$ cat src/rtl/ysyx_axi_req_sched.sv
// rtl/ysyx_axi_req_sched.sv - single-port AXI4 request scheduler sharing io_master between IFU fetch and LSU load/store
module ysyx_axi_req_sched #(
    parameter int ADDR_W     = 32,
    parameter int DATA_W     = 32,
    parameter int STARVE_MAX = 4
) (
    input  logic              clk,
    input  logic              rst,
    input  logic              ifu_arvalid,
    input  logic [ADDR_W-1:0] ifu_araddr,
    output logic [DATA_W-1:0] ifu_rdata_o,
    output logic              ifu_rvalid_o,
    input  logic              lsu_arvalid,
    input  logic [ADDR_W-1:0] lsu_araddr,
    input  logic [2:0]        lsu_arsize,
    output logic [DATA_W-1:0] lsu_rdata_o,
    output logic              lsu_rvalid_o,
    input  logic              lsu_awvalid,
    input  logic [ADDR_W-1:0] lsu_awaddr,
    input  logic [DATA_W-1:0] lsu_wdata,
    input  logic [3:0]        lsu_wstrb,
    output logic              lsu_wready_o,
    output logic              err_o,
    output logic              io_master_arvalid,
    output logic [ADDR_W-1:0] io_master_araddr,
    output logic [2:0]        io_master_arsize,
    output logic [3:0]        io_master_arid,
    output logic [7:0]        io_master_arlen,
    output logic [1:0]        io_master_arburst,
    input  logic              io_master_arready,
    input  logic              io_master_rvalid,
    input  logic [63:0]       io_master_rdata,
    input  logic [1:0]        io_master_rresp,
    input  logic              io_master_rlast,
    input  logic [3:0]        io_master_rid,
    output logic              io_master_rready,
    output logic              io_master_awvalid,
    output logic [ADDR_W-1:0] io_master_awaddr,
    output logic [2:0]        io_master_awsize,
    output logic [3:0]        io_master_awid,
    output logic [7:0]        io_master_awlen,
    output logic [1:0]        io_master_awburst,
    input  logic              io_master_awready,
    output logic              io_master_wvalid,
    output logic [63:0]       io_master_wdata,
    output logic [7:0]        io_master_wstrb,
    output logic              io_master_wlast,
    input  logic              io_master_wready,
    input  logic              io_master_bvalid,
    input  logic [1:0]        io_master_bresp,
    input  logic [3:0]        io_master_bid,
    output logic              io_master_bready
);
    typedef enum logic [2:0] {IDLE, RD_A, RD_D, WR_AW, WR_B} state_t;

    localparam logic [3:0] STARVE_LIM = 4'(STARVE_MAX);

    state_t              state, state_n;
    logic                owner_ifu;
    logic [ADDR_W-1:0]   addr_q;
    logic [2:0]          size_q;
    logic [7:0]          wstrb_q;
    logic [DATA_W-1:0]   wword_q;
    logic                aw_done, w_done;
    logic [3:0]          starve_cnt;
    logic                grant_ifu, grant_rd, grant_wr;
    logic [2:0]          wsize;
    logic [3:0]          strb_sh;
    logic [DATA_W-1:0]   wword_n, rd_lane, rd_shift;
    logic                unused_sink;

    assign unused_sink = ^{io_master_rlast, io_master_rid, io_master_bid};

    // The IFU override only applies once the LSU has won STARVE_MAX times in a row.
    always_comb begin
        grant_ifu = 1'b0;
        grant_rd  = 1'b0;
        grant_wr  = 1'b0;
        if (state == IDLE) begin
            if (starve_cnt == STARVE_LIM && ifu_arvalid) grant_ifu = 1'b1;
            else if (lsu_awvalid)                         grant_wr  = 1'b1;
            else if (lsu_arvalid)                         grant_rd  = 1'b1;
            else if (ifu_arvalid)                         grant_ifu = 1'b1;
        end
    end

    always_comb begin
        case ($countones(lsu_wstrb))
            1:       wsize = 3'd0;
            2:       wsize = 3'd1;
            default: wsize = 3'd2;
        endcase
    end

    assign strb_sh  = lsu_wstrb << lsu_awaddr[1:0];
    assign wword_n  = lsu_wdata << {lsu_awaddr[1:0], 3'b000};
    assign rd_lane  = addr_q[2] ? io_master_rdata[63:32] : io_master_rdata[31:0];
    assign rd_shift = rd_lane >> {addr_q[1:0], 3'b000};

    always_ff @(posedge clk or posedge rst) begin
        if (rst) state <= IDLE;
        else     state <= state_n;
    end

    always_comb begin
        state_n = state;
        case (state)
            IDLE:    if (grant_wr) state_n = WR_AW;
                     else if (grant_rd || grant_ifu) state_n = RD_A;
            RD_A:    if (io_master_arready) state_n = RD_D;
            RD_D:    if (io_master_rvalid) state_n = IDLE;
            WR_AW:   if ((aw_done || io_master_awready) && (w_done || io_master_wready)) state_n = WR_B;
            WR_B:    if (io_master_bvalid) state_n = IDLE;
            default: state_n = IDLE;
        endcase
    end

    assign io_master_arvalid = (state == RD_A);
    assign io_master_araddr  = addr_q;
    assign io_master_arsize  = size_q;
    assign io_master_arid    = 4'd0;
    assign io_master_arlen   = 8'd0;
    assign io_master_arburst = 2'b01;
    assign io_master_rready  = (state == RD_D);
    assign io_master_awvalid = (state == WR_AW) && !aw_done;
    assign io_master_awaddr  = addr_q;
    assign io_master_awsize  = size_q;
    assign io_master_awid    = 4'd0;
    assign io_master_awlen   = 8'd0;
    assign io_master_awburst = 2'b01;
    assign io_master_wvalid  = (state == WR_AW) && !w_done;
    assign io_master_wdata   = {wword_q, wword_q};
    assign io_master_wstrb   = wstrb_q;
    assign io_master_wlast   = io_master_wvalid;
    assign io_master_bready  = (state == WR_B);

    always_ff @(posedge clk or posedge rst) begin
        if (rst) begin
            owner_ifu    <= 1'b0;
            addr_q       <= '0;
            size_q       <= 3'd0;
            wstrb_q      <= 8'd0;
            wword_q      <= '0;
            aw_done      <= 1'b0;
            w_done       <= 1'b0;
            starve_cnt   <= 4'd0;
            ifu_rdata_o  <= '0;
            lsu_rdata_o  <= '0;
            ifu_rvalid_o <= 1'b0;
            lsu_rvalid_o <= 1'b0;
            lsu_wready_o <= 1'b0;
            err_o        <= 1'b0;
        end else begin
            ifu_rvalid_o <= 1'b0;
            lsu_rvalid_o <= 1'b0;
            lsu_wready_o <= 1'b0;
            err_o        <= 1'b0;
            if (grant_ifu || grant_rd || grant_wr) begin
                owner_ifu <= grant_ifu;
                aw_done   <= 1'b0;
                w_done    <= 1'b0;
            end
            if (grant_ifu) begin
                addr_q <= ifu_araddr;
                size_q <= 3'd2;
            end
            if (grant_rd) begin
                addr_q <= lsu_araddr;
                size_q <= lsu_arsize;
            end
            if (grant_wr) begin
                addr_q  <= lsu_awaddr;
                size_q  <= wsize;
                wstrb_q <= lsu_awaddr[2] ? {strb_sh, 4'b0000} : {4'b0000, strb_sh};
                wword_q <= wword_n;
            end
            if (grant_ifu)
                starve_cnt <= 4'd0;
            else if ((grant_rd || grant_wr) && ifu_arvalid && starve_cnt != STARVE_LIM)
                starve_cnt <= starve_cnt + 4'd1;
            if (io_master_awvalid && io_master_awready) aw_done <= 1'b1;
            if (io_master_wvalid && io_master_wready)   w_done  <= 1'b1;
            if (state == RD_D && io_master_rvalid) begin
                if (owner_ifu) begin
                    ifu_rdata_o  <= rd_shift;
                    ifu_rvalid_o <= 1'b1;
                end else begin
                    lsu_rdata_o  <= rd_shift;
                    lsu_rvalid_o <= 1'b1;
                end
                err_o <= |io_master_rresp;
            end
            if (state == WR_B && io_master_bvalid) begin
                lsu_wready_o <= 1'b1;
                err_o        <= |io_master_bresp;
            end
        end
    end
endmodule

$ cat config.mk
export PLATFORM = sky130hd
export DESIGN_NAME = ysyx_axi_req_sched
export DESIGN_NICKNAME = d
export VERILOG_FILES = /design/src/rtl/ysyx_axi_req_sched.sv
export SDC_FILE = /design/constraint.sdc
export NUM_CORES = 1
export LEC_CHECK = 0
export BUFFER_PORTS_ARGS = -buffer_cell sky130_fd_sc_hd__buf_2
export CORE_AREA = 3 3 182 184
export CTS_CLUSTER_DIAMETER = 40
export CTS_CLUSTER_SIZE = 12
export DETAILED_ROUTE_END_ITERATION = 16
export DIE_AREA = 0 0 185 187
export GPL_ROUTABILITY_DRIVEN = 1
export SLEW_MARGIN = 10
export SYNTH_ARGS = -nofsm -noshare
export SYNTH_HDL_FRONTEND = slang
export SYNTH_SLANG_ARGS = --single-unit
$ cat constraint.sdc
create_clock -name clk -period 16.9 [get_ports clk]
set_input_delay 4.225 -clock clk [delete_from_list [all_inputs] [get_ports clk]]
set_output_delay 4.225 -clock clk [all_outputs]
set_load 0.02 [all_outputs]
==> results.toml, run 1 <==
[final_layout]
final-instance-count-excl-fill = 1619
fillCellCount = 3324
diodes = 0
final_common_cell = "buf_2"
mostFrequentLayoutCells = "buf_2, dfrtp_1, nand2_1"
drive_gt1_frac = 0.4297
syn2layout_area_growth_pct = 28.71
final_nets = 1431

[logic_synthesis]
synth_xor_area_frac = 0.001026
synth_compound_area_frac = 0.1804
synthMuxAreaShare = 0.1268
ys_warn_count = 0
synth_flop_cell = "dfrtp_1"
postSynthAreaPerCell_um2 = 9.668
synthSimpleGateAreaFrac = 0.1089
synth_cell_type_count = 45
yosys.area_share.adder = 0.008208
netlist_area_um2 = 8537
synth_edf_count = 0
synth-seq-cells = 153
syn-instance-count = 883
synth_top_family_by_area = "compound AO/OA/AOI/OAI gates"
ys_seq_area_frac = 0.4485
synthArstFlopShare = 1.000

[cts]
cts_tree = "built"
cts_buffer_depth = 2
insertion_delay_ns = 0.43
clk_pin_slew_ns = 0.06
ctsHoldBuffers = 0
cts_resized = 0
cts_setup_buffers = 0
numCtsBuffers = 17
numClockSinks = 153
htree_levels = 4
clock-root-buffer = "clkbuf_16"

[sta]
hold_viol_final = 0
max_clock_freq_mhz = 168.3
rsz0062_at_grt = "false"
fin_crit_sh = 0.3515
period_needed_ns = 5.941
worstMarginPinSlew_ns = 1.023
setup_tns_ns = 0
whs_ns = 0.4782
finalSetupViolCount = 0
slew_violations = 0
clock_skew_ns = 0.01956
max-slew-margin-rel = 0.3183

[pwr]
ir_drop_mv = 0.08980
switching_power_mw = 1.060
p_per_area_nw_per_um2 = 205.4
pwr-share-seq = 0.299
p_leak_nw = 5.666
power.share.clock = 0.183
pwr-share-comb = 0.518
intPower_mw = 1.197
p_sw_frac = 0.4695

[worst_hold_path]
hp-start = "lsu_rdata_o[1]"
hp-class = "flop to flop"

[place]
post-dp-hpwl_mm = 23.34
dp.cells = 1587
port_buffers = 428
place_congestion = 0.8409

[setup_path]
cp_data_required_time_ns = 12.68
crit_path_max_incr_delay_ns = 0.98
critical-path-top-delay-family = "flip-flops"
worstSetupStartpointType = "flop"
critPathArrivalTime_ns = 1.72
critPathLaunch = "io_master_araddr[2]"
crit_slowest_cell = "dfrtp_2"
critPathMaxFanout = 35
worstSetupEndpointType = "output pin"
crit_buf_inv = 1
r2r_start = "io_master_araddr[2]"
cp_cell_sequence = "buf_2"
crit_type = "flop to output pin"

[routing]
drc = 0
drtIter0Drc = 388
wire_per_inst_um = 18.68
ant_nets = 0
firstDrtPassIters = 5
drt_wl_total_mm = 30.24
viasPerCell = 4.739
via_count = 7673

[grt]
antenna_found_initial = 1
grt_use_total = 0.1681
grt_max_degree = 78
overflow = 0
grt_pass1_wl_mm = 44.68
first_global_vias = 7530

[outcome]
run_status = "finished clean"

[die]
ios = 466
die_h_um = 187
dieArea_um2 = 34600
die_x_um = 185
initial_core_util = 0.2705
core_area_um2 = 31560
num_rows = 65

[run]
maxCapViolations = 0
[worst paths after layout]
path / end / slack [ns] / depth (start not counted)
worst max-delay path: io_master_awaddr[2] / 10.96 / 1
worst min-delay path: lsu_rdata_o[1] / 0.48 / 2
worst max register to register: lsu_rdata_o[18] / 14.42 / 4
worst min register to register: lsu_rdata_o[1] / 0.48 / 2
max in group asynchronous: io_master_araddr[2] / 11.31 / 3
min in group asynchronous: ifu_rdata_o[19] / 3.92 / 2
[layout make-up]
cell class	instances	area [um2]	share of cell area
Timing Repair Buffer	439	2225	0.2025
Clock buffer	18	439.2	0.03997
Sequential cell	153	3830	0.3486
Tap cell	402	503.0	0.04578
Inverter	12	50.05	0.004555
Multi-Input combinational cell	581	3756	0.3418
Clock inverter	14	185.2	0.01685
[Yosys cell counts, drive strengths merged (2+ instances only)]
| cell | number | area (um2) |
|---|---|---|
| a211oi | 17 | 127.6 |
| a21oi | 76 | 380.4 |
| a221o | 4 | 40.04 |
| a22o | 9 | 78.83 |
| and3 | 2 | 12.51 |
| buf | 129 | 893.4 |
| clkbuf | 34 | 131.4 |
| conb | 2 | 7.510 |
| dfrtp | 153 | 3829 |
| ha | 4 | 50.05 |
| inv | 12 | 45.05 |
| mux2 | 33 | 371.6 |
| mux2i | 53 | 530.5 |
| mux4 | 8 | 180.2 |
| nand2 | 124 | 465.5 |
| nand2b | 6 | 37.54 |
| nand3 | 9 | 45.04 |
| nand4b | 2 | 17.52 |
| nor2 | 17 | 63.81 |
| nor2b | 19 | 118.9 |
| nor3 | 6 | 46.30 |
| nor3b | 2 | 15.01 |
| o21a | 29 | 217.7 |
| o21ai | 63 | 315.3 |
| o22a | 9 | 78.83 |
| o22ai | 31 | 193.9 |
| o31ai | 12 | 90.09 |
| or3 | 8 | 50.05 |
[per-stage QoR]
step / utilization / instance area, um2 / power (mW) / worst slack, ns
2_1_floorplan: - / 8635 / 1.547 / 8.554
5_1_grt: 0.3482 / 10990 / 2.414 / 10.87
4_1_cts: 0.3482 / 10990 / 2.287 / 10.91
3_3_place_gp: 0.3284 / 10360 / 1.847 / 10.52
6_report: 0.3482 / 10990 / 2.257 / 10.96
3_5_place_dp: 0.3284 / 10360 / 1.864 / 10.51
[power by group through the flow]
stage / Combinational (mW) / Clock (mW) / Sequential [mW]
floorplan: 0.719 / 0 / 0.828
global placement: 1.17 / 0 / 0.674
detailed placement: 1.18 / 0 / 0.682
CTS: 1.18 / 0.427 / 0.677
global route: 1.27 / 0.446 / 0.700
finish: 1.17 / 0.413 / 0.676
[registers in the layout, indices dropped and copies added, names as in the netlist, 3 cells and up]
signal and count:
state 3, starve_cnt 4, io_master_wstrb 8, lsu_rdata_o 32
io_master_araddr 32, wword_q 32, io_master_arsize 3, ifu_rdata_o 32
[layer usage]
| layer | vias to the layer above | GRT usage | part of all wire | wire, um |
|---|---|---|---|---|
| li1 | 3632 | - | - | - |
| met1 | 3646 | 0.2086 | 0.41 | 12540 |
| met2 | 362 | 0.2861 | 0.49 | 14800 |
| met3 | 33 | 0.03715 | 0.070 | 2125 |
| met4 | 0 | 0.05974 | 0.026 | 779 |
| met5 | - | 0 | 0 | 0 |
[logic make-up after synthesis]
| kind of cell | count (synthesis) |
|---|---|
| AOI/OAI and AO/OA | 252 |
| xor gates and xnor gates | 1 |
| adders and majority gates | 5 |
| buffers and inverters | 175 |
| DFF | 153 |
| muxes | 94 |
| other | 2 |
| and+or+nand+nor | 201 |
No activity file was read; power rests on OpenSTA's default activity.
==> run 2, diff against run 1 <==
==> constraint.sdc (replaced) <==
create_clock -name clk -period 5.6 [get_ports clk]
set_input_delay 1.4 -clock clk [delete_from_list [all_inputs] [get_ports clk]]
set_output_delay 1.4 -clock clk [all_outputs]
set_load 0.02 [all_outputs]
==> run 2 against run 1 <==
  * Total power rose to 3.0 times the previous value
  * Sequential cell count unchanged
  * Worst setup slack got worse by 8.5 ns
  * Count of clock-buffer cells in the layout up 1
  * Combinational power rose to 3.0 times the previous value
  * Utilization decreased by 0.075 points
  * Via count grew 0.35%
  * Cell area fell by 0.22%
==> results.toml, run 2 (synthesized netlist as in run 1, its figures left out) <==
[cts]
cts_tree = "built"
cts_buffer_depth = 2
ctsHoldBuffers = 0
clock-root-buffer = "clkbuf_16"
numClockSinks = 153
cts_setup_buffers = 0
numCtsBuffers = 17
htree_levels = 4
insertion_delay_ns = 0.43
clk_pin_slew_ns = 0.07
cts_resized = 0

[setup_path]
cp_data_required_time_ns = 4.20
r2r_start = "state[1]"
critPathLaunch = "io_master_araddr[2]"
worstSetupEndpointType = "output pin"
worstRegToRegCells = 4
worstSetupStartpointType = "flop"
critPathMaxFanout = 35
crit_buf_inv = 1
path_depth = 1
crit_slowest_cell = "dfrtp_2"
critical-path-top-delay-family = "flip-flops"
crit_path_max_incr_delay_ns = 0.98
crit_type = "flop to output pin"
critPathArrivalTime_ns = 1.71
cp_cell_sequence = "buf_2"

[grt]
grt_pass1_wl_mm = 43.73
overflow = 0
antenna_found_initial = 2
grt_max_degree = 83
grt_use_total = 0.1651
first_global_vias = 7416

[routing]
wire_per_inst_um = 18.64
via_count = 7700
firstDrtPassIters = 5
drtIter0Drc = 398
ant_nets = 0
drt_wl_total_mm = 30.20
drc = 0
viasPerCell = 4.753

[final_layout]
drive_gt1_frac = 0.4276
post-route-util = 0.3475
syn2layout_area_growth_pct = 28.43
final-instance-count-excl-fill = 1620
final_nets = 1433
mostFrequentLayoutCells = "buf_2, dfrtp_1, nand2_1"
final_common_cell = "buf_2"

[die]
initial_core_util = 0.2705
dieArea_um2 = 34600
num_rows = 65
ios = 466
core_area_um2 = 31560
die_x_um = 185
die_h_um = 187

[pwr]
intPower_mw = 3.560
p_per_area_nw_per_um2 = 614.1
p_sw_frac = 0.4712
p_leak_nw = 5.657
power.share.clock = 0.170
ir_drop_mv = 0.2982
switching_power_mw = 3.173
finalPower_mw = 6.733
pwr-share-comb = 0.526
pwr-share-seq = 0.304

[place]
dp.cells = 1588
port_buffers = 428
place_congestion = 0.8542
post-dp-hpwl_mm = 23.41
dp_slack_ns = 1.952

[worst_hold_path]
hp-start = "lsu_rdata_o[13]"
hp-class = "flop to flop"
whs_path_depth = 2

[sta]
clock_skew_ns = 0.01137
fin_crit_sh = 0.5560
slew_violations = 0
setup_tns_ns = 0
max-slew-margin-rel = 0.3754
rsz0062_at_grt = "false"
hold_viol_final = 0
finalSetupViolCount = 0
max_clock_freq_mhz = 321.2
period_needed_ns = 3.114
worstMarginPinSlew_ns = 0.9369
setup_ws_ns = 2.486

[run]
maxCapViolations = 0

[outcome]
run_status = "finished clean"
==> run 2: power groups by stage <==
stage | Sequential (mW) | Clock (mW) | Combinational [mW]
global route | 2.13 | 1.22 | 3.82
CTS | 2.05 | 1.19 | 3.56
global placement | 2.04 | 0 | 3.53
finish | 2.05 | 1.14 | 3.54
detailed placement | 2.07 | 0 | 3.56
floorplan | 2.50 | 0 | 2.17
==> run 2: routing by layer <==
metal | GRT usage | part of all wire | vias up
met5 | 0 | 0 | -
met4 | 0.07215 | 0.035 | 0
met3 | 0.03734 | 0.078 | 37
met2 | 0.2803 | 0.48 | 382
met1 | 0.1993 | 0.40 | 3655
li1 | - | - | 3626
==> run 2: area by class of cell <==
type / instances / area (um2)
Clock buffer: 19 / 432.9
Antenna cell: 2 / 5.005
Fill cell: 3300 / 20590
Sequential cell: 153 / 3830
Tap cell: 402 / 503.0
Timing Repair Buffer: 441 / 2265
Multi-Input combinational cell: 581 / 3756
Clock inverter: 10 / 122.6
Inverter: 12 / 50.05
==> run 2: final timing paths <==
| check | to | slack (ns) |
|---|---|---|
| max in group asynchronous | io_master_araddr[29] | 3.62 |
| setup / recovery | io_master_araddr[2] | 2.49 |
| hold reg to reg | lsu_rdata_o[13] | 0.48 |
| hold / removal | lsu_rdata_o[13] | 0.48 |
| min in group asynchronous | lsu_rdata_o[18] | 1.10 |
| setup reg to reg | wword_q[24] | 3.11 |
==> run 2: stage by stage <==
stage / hold slack (ns) / area [um2]
after detailed placement: 0.4653 / 10380
final: 0.4753 / 10960
after CTS: 0.4813 / 10940
after global routing: 0.5000 / 10960
after floorplan: 0.4519 / 8635
after global placement: 0.4580 / 10380
